File: src/rtl/mmio_console_resp.sv
// Memory-mapped console/halt/cycle-count responder living beside D-SRAM on the core's data port.
// Optional feature: define MMIO_CYCLE_CNT_EN to build the 64-bit cycle counter and its high-word snapshot.
module mmio_console_resp #(
    parameter logic [31:0] BASE_ADDR  = 32'h0000_3F00,
    parameter int          FIFO_DEPTH = 16
) (
    input  logic        i_clk,
    input  logic        i_rst_n,
    input  logic        i_csn,
    input  logic        i_wen,
    input  logic [3:0]  i_be,
    input  logic [31:0] i_addr,
    input  logic [31:0] i_di,
    output logic [31:0] o_dout,
    output logic        o_hit,
    output logic        o_tx_valid,
    output logic [7:0]  o_tx_data,
    input  logic        i_tx_ready,
    output logic        o_halt,
    output logic [30:0] o_halt_code
);

    localparam int PW = (FIFO_DEPTH > 1) ? $clog2(FIFO_DEPTH) : 1;
    localparam int CW = PW + 1;

    localparam logic [2:0] OFF_TXDATA  = 3'd0;
    localparam logic [2:0] OFF_STATUS  = 3'd1;
    localparam logic [2:0] OFF_CYC_LO  = 3'd2;
    localparam logic [2:0] OFF_CYC_HI  = 3'd3;
    localparam logic [2:0] OFF_TOHOST  = 3'd4;
    localparam logic [2:0] OFF_SCRATCH = 3'd5;

    logic          w_sel;
    logic          w_wr;
    logic          w_rd;
    logic [2:0]    w_off;
    logic          w_push_req;
    logic          w_push;
    logic          w_pop;
    logic          w_full;
    logic          w_empty;
    logic [7:0]    w_count8;
    logic [31:0]   w_status;
    logic [31:0]   w_tohost_nxt;
    logic [31:0]   w_scratch_nxt;
    logic [31:0]   w_cyc_lo;
    logic [31:0]   w_cyc_hi;
    logic [31:0]   w_rdata;
    logic          w_unused;

    logic [7:0]    r_mem [FIFO_DEPTH];
    logic [PW-1:0] r_wptr;
    logic [PW-1:0] r_rptr;
    logic [CW-1:0] r_count;
    logic          r_ovf;
    logic [31:0]   r_tohost;
    logic [31:0]   r_scratch;
    logic          r_halt;
    logic [30:0]   r_halt_code;
    logic [31:0]   r_dout;
    logic          r_hit;

    function automatic logic [31:0] f_merge(input logic [31:0] old_w,
                                            input logic [31:0] new_w,
                                            input logic [3:0]  be);
        logic [31:0] res;
        res = old_w;
        for (int i = 0; i < 4; i++) begin
            if (be[i]) res[8*i +: 8] = new_w[8*i +: 8];
        end
        return res;
    endfunction

    // Address bits [1:0] are don't-care: the window is word-addressed.
    assign w_unused = &{1'b0, i_addr[1:0]};

    assign w_sel = !i_csn && (i_addr[31:5] == BASE_ADDR[31:5]);
    assign w_wr  = w_sel && !i_wen;
    assign w_rd  = w_sel && i_wen;
    assign w_off = i_addr[4:2];

    // ---------------------------------------------------------------- TX FIFO
    assign w_empty    = (r_count == '0);
    assign w_full     = (r_count == CW'(FIFO_DEPTH));
    assign o_tx_valid = !w_empty;
    assign w_pop      = o_tx_valid && i_tx_ready;
    assign w_push_req = w_wr && (w_off == OFF_TXDATA) && i_be[0];
    // A push into a full FIFO still fits when the head leaves on the same edge.
    assign w_push     = w_push_req && (!w_full || w_pop);
    assign o_tx_data  = w_empty ? 8'h00 : r_mem[r_rptr];

    always_ff @(posedge i_clk) begin
        if (w_push) r_mem[r_wptr] <= i_di[7:0];
    end

    always_ff @(posedge i_clk or negedge i_rst_n) begin
        if (!i_rst_n) begin
            r_wptr  <= '0;
            r_rptr  <= '0;
            r_count <= '0;
            r_ovf   <= 1'b0;
        end else begin
            if (w_push) r_wptr <= r_wptr + PW'(1);
            if (w_pop)  r_rptr <= r_rptr + PW'(1);
            case ({w_push, w_pop})
                2'b10:   r_count <= r_count + CW'(1);
                2'b01:   r_count <= r_count - CW'(1);
                default: r_count <= r_count;
            endcase
            if (w_push_req && !w_push)
                r_ovf <= 1'b1;
            else if (w_wr && (w_off == OFF_STATUS) && i_be[0] && i_di[2])
                r_ovf <= 1'b0;
        end
    end

    assign w_count8 = 8'(r_count);
    assign w_status = {16'h0000, w_count8, 5'b00000, r_ovf, w_empty, w_full};

    // ------------------------------------------------------- TOHOST / SCRATCH
    assign w_tohost_nxt  = f_merge(r_tohost, i_di, i_be);
    assign w_scratch_nxt = f_merge(r_scratch, i_di, i_be);

    always_ff @(posedge i_clk or negedge i_rst_n) begin
        if (!i_rst_n) begin
            r_tohost    <= '0;
            r_scratch   <= '0;
            r_halt      <= 1'b0;
            r_halt_code <= '0;
        end else begin
            if (w_wr && (w_off == OFF_TOHOST)) begin
                r_tohost <= w_tohost_nxt;
                // Only the first halting write defines the exit code.
                if (w_tohost_nxt[0] && !r_halt) begin
                    r_halt      <= 1'b1;
                    r_halt_code <= w_tohost_nxt[31:1];
                end
            end
            if (w_wr && (w_off == OFF_SCRATCH)) r_scratch <= w_scratch_nxt;
        end
    end

    assign o_halt      = r_halt;
    assign o_halt_code = r_halt_code;

    // ----------------------------------------------------------- cycle counter
`ifdef MMIO_CYCLE_CNT_EN
    logic [63:0] r_cnt;
    logic [31:0] r_hi_snap;

    // Snapshotting the high word on the low-word read gives a tear-free 64-bit pair.
    always_ff @(posedge i_clk or negedge i_rst_n) begin
        if (!i_rst_n) begin
            r_cnt     <= '0;
            r_hi_snap <= '0;
        end else begin
            if (!r_halt) r_cnt <= r_cnt + 64'd1;
            if (w_rd && (w_off == OFF_CYC_LO)) r_hi_snap <= r_cnt[63:32];
        end
    end

    assign w_cyc_lo = r_cnt[31:0];
    assign w_cyc_hi = r_hi_snap;
`else
    assign w_cyc_lo = 32'h0000_0000;
    assign w_cyc_hi = 32'h0000_0000;
`endif

    // ------------------------------------------------------------- read path
    always_comb begin
        w_rdata = 32'h0000_0000;
        case (w_off)
            OFF_STATUS:  w_rdata = w_status;
            OFF_CYC_LO:  w_rdata = w_cyc_lo;
            OFF_CYC_HI:  w_rdata = w_cyc_hi;
            OFF_TOHOST:  w_rdata = r_tohost;
            OFF_SCRATCH: w_rdata = r_scratch;
            default:     w_rdata = 32'h0000_0000;
        endcase
    end

    // DOUT is forced to 0 off-window so the bench can OR/mux it with SRAM data.
    always_ff @(posedge i_clk or negedge i_rst_n) begin
        if (!i_rst_n) begin
            r_dout <= '0;
            r_hit  <= 1'b0;
        end else begin
            r_dout <= w_rd ? w_rdata : 32'h0000_0000;
            r_hit  <= w_sel;
        end
    end

    assign o_dout = r_dout;
    assign o_hit  = r_hit;

endmodule

File: config.mk
export PLATFORM = sky130hd
export DESIGN_NAME = mmio_console_resp
export DESIGN_NICKNAME = d
export VERILOG_FILES = /design/src/rtl/mmio_console_resp.sv
export SDC_FILE = /design/constraint.sdc
export NUM_CORES = 1
export LEC_CHECK = 0
export CORE_MARGIN = 2
export CORE_UTILIZATION = 59
export DETAILED_ROUTE_END_ITERATION = 10
export PLACE_DENSITY = 0.85
export SYNTH_ARGS = -nofsm -noshare
export SYNTH_HDL_FRONTEND = slang
export SYNTH_SLANG_ARGS = --single-unit
export TNS_END_PERCENT = 20
File: constraint.sdc
create_clock -name i_clk -period 6.5 [get_ports i_clk]
set_clock_uncertainty 0.2 [all_clocks]
set_input_delay 0.65 -clock i_clk [delete_from_list [all_inputs] [get_ports i_clk]]
set_output_delay 0.65 -clock i_clk [all_outputs]
set_load 0.005 [all_outputs]
==> results.md <==
- Lkg Pwr: 5.411 nW
- RSZ-0062 raised after global routing: no
- Global-route wire length before repair: ~39000 um
- Simple-gate portion of the synthesized area: 0.07423
- CP Capture Type: output pin
- Antenna-violating nets left: 0
- Yosys reg bits: between 200 and 300
- GPL Wtd Cong: between 0.8 and 0.9
- F_max: roughly 250 MHz
- Worst-margin pin slew: ~1.1 ns
- Crit path required time: ~5.7 ns
- Vias in the first global route: approximately 7000
- Crit path max-delay cell type: mux4_2
- Nets: just over 900
- Die span in y: 141.4 um
- Antenna diode count: 0
- Post-DP HPWL: about 16000 um
- Hold crit path type: flop to flop
- Sequential share of the synthesized area: 0.6661
- Synth Area in Compound Gates: 0.04548
- Slew Limit Headroom: 0.2664
- Primary FF master, synth: dfrtp_1
- Die Width: roughly 140 um
- Post-synth EDFFs: between 100 and 150
- I/O pins: 147
- Via count: between 6000 and 7000
- Xor-xnor portion of the synthesized cell area: 0.008647
- DRT Wirelength: ~25000 um
- Max cap viols: 0
- Synth cell types: 50
- Area contributors post-synth: edfxtp_1 (34%), dfrtp_1 (32%), mux4_2 (8.1%)
- I/O Buffers: between 100 and 150
- Mapped Avg Cell Area: 15.94 um^2
- Gates resized, CTS repair: 0
- Synth warn: 0
- Synth Instances: approximately 700
- Largest family of logic cells by synthesized area: multiplexers
- CP startpoint kind: flop
- Global Route Usage Sum: 0.2484
- Hold_sp: r_scratch[3]
- Site Rows: 50
- R2r worst-path depth: 10
- Initial cell density of the core: 0.5977
- Beginning of the worst register-to-register path: r_count[1]
- Most used cell, CP: mux4_2
- Status: finished, final reports clean
- Post-synth top area share: 0.3450
- Synth area leader: edfxtp_1
- TritonRoute pass-1 iters: 6
- Synth Area in Adders: 0.007861
- Period utilization: 0.6186
- P per Cell Area: approximately 250 mW/mm^2
- Crit path max fanout: 35
- Reg clk slew, reported paths: roughly 0.060 ns
- Fin. Hold Viols: 0
- VDD IR max: around 190 uV
- Root Driver: clkbuf_16
- Worst-Skew Late Latency: roughly 0.53 ns
- DRT iter0 DRCs: roughly 540
- Share of cells above drive strength 1: 0.1356
- Max incr delay on CP: approximately 0.64 ns
- Global route overflow: 0
- Ys async rst share: 0.5277
- DRC Markers: 0
- Max Root-Sink Buffers: 3
- Hold endpoint: r_scratch[3]
- Vias/cell: 6.061
- Clk sinks: around 270
- CP cell instances: buf_4 -> mux4_2 -> mux4_2 -> and2_1 -> clkdlybuf4s50_1
- Final setup violation count: 0
- Setup Crit Path Kind: flop to output pin
- Synthesized Nets: a little under 800
- Layout area overhead: 22.38%
- CP arrival: around 3.2 ns
- R2R Path End: r_count[4]
- Initial antenna violation count: 0
- CTS tree: yes
- Core area: approximately 0.019 mm^2
- Mux share of post-synthesis cell area: 0.1817
- Die area: roughly 0.020 mm^2
- WHS Path Cells: 1
- Cts bufs inserted: 27
- Setup slack, reg-to-reg: 3.34 ns
- Max-slew violation count: 0
- Cell Area, Synth: ~0.011 mm^2
- Largest net degree at the start of global routing: 77
- Fin Setup TNS: 0 ns
- Min cycle time layout: 4.021 ns
- Fin util: 0.7314
- H-tree Lvls: 1
- Routed WL per cell: 22.37 um
[per-stage QoR]
| stage | power [mW] | hold slack (ns) | worst slack (ns) | instances | area [um^2] |
|---|---|---|---|---|---|
| 2_1_floorplan | 1.860 | 0.1544 | 3.512 | 699 | 11140 |
| 3_3_place_gp | 1.939 | 0.2707 | 2.393 | 1048 | 12800 |
| 3_5_place_dp | 1.945 | 0.2820 | 2.250 | 1048 | 12800 |
| 4_1_cts | 3.387 | 0.2955 | 2.423 | 1097 | 13640 |
| 5_1_grt | 3.468 | 0.3038 | 2.305 | 1097 | 13640 |
| 6_report | 3.369 | 0.2964 | 2.479 | 1097 | 13640 |
[timing repair]
action | CTS | global route
endpoints found under the hold margin | 67 | 0
hold buffers | 1 | 0
buffers inserted | 0 | 0
[cells by family after synthesis]
group / after synthesis
AOI/OAI and AO/OA: 79
xor gates and xnor gates: 11
adders and majority gates: 7
buffers and inverters: 42
DFF: 271
muxes: 143
and+or+nand+nor: 146
[power breakdown]
group / total (mW) / switching [mW] / internal [mW]
clock network: 1.46 / 0.620 / 0.837
logic: 0.113 / 0.0634 / 0.0497
registers: 1.80 / 0.0000000343 / 1.80
total: 3.37 / 0.684 / 2.69
[worst max-delay path by stage]
| stage | startpoint | endpoint | slack [ns] | cells past startpoint |
|---|---|---|---|---|
| after floorplan | i_addr[15] | r_mem[3][0] | 3.51 | 5 |
| after global placement | i_addr[6] | o_halt_code[26] | 2.39 | 6 |
| after detailed placement | i_addr[14] | o_halt_code[4] | 2.25 | 6 |
| after CTS | r_rptr[0] | o_tx_data[0] | 2.42 | 5 |
| after global routing | r_rptr[0] | o_tx_data[3] | 2.31 | 5 |
| final | r_rptr[0] | o_tx_data[0] | 2.48 | 5 |
[cell type report]
cell class	count	area, um^2
clock buffers	38	747.0
clock inverters	10	77.57
fillers	1111	5007
inverters	3	11.26
multi-input cells	386	3556
flip-flops and latches	271	7423
well taps	234	292.8
repair buffers	155	1528
[synth_stat cells, drive strengths merged (14+ instances only)]
master and number:
nor2 80, clkbuf 15, edfxtp 128, buf 24, mux4 40, a21oi 35
mux2i 32, mux2 71, nand2 14, a22oi 34, dfrtp 143
[registers in the layout, indices dropped and copies added (netlist names), 4 cells and up]
register and flops:
r_count 5, r_mem 128, r_scratch 32, r_wptr 4, o_dout 32, r_tohost 32, r_rptr 4, o_halt_code 31
[cells in the final DEF, fill, tap and decap left out, types with 9 or more instances in the layout]
master           netlist  layout
dfrtp_1              143     142
nor2_1                79      79
xnor2_1                9       9
and2_1                10      10
a21oi_1               34      34
nand2_1               14      14
a22oi_1               34      34
mux4_2                40      40
mux2_1                64      64
edfxtp_1             128     128
clkdlybuf4s50_1        0     143
clkbuf_16              0      27
buf_4                  1      10
mux2i_1               32      32
[worst max-delay path: cells and delay by family, from the launching register on]
kind	cells	cell delay, ns
and+or+nand+nor	1	0.17
DFF	1	0.34
buffers and inverters	2	0.99
muxes	2	1.11
[routing by layer]
layer,share of wire,GRT usage,vias to the layer above
met5,0,0,-
met4,0.017,0.06474,0
met3,0.071,0.04995,33
met2,0.51,0.4198,272
met1,0.40,0.3362,3423
li1,-,-,2921
Note: power is estimated with default switching activity, not from simulation.
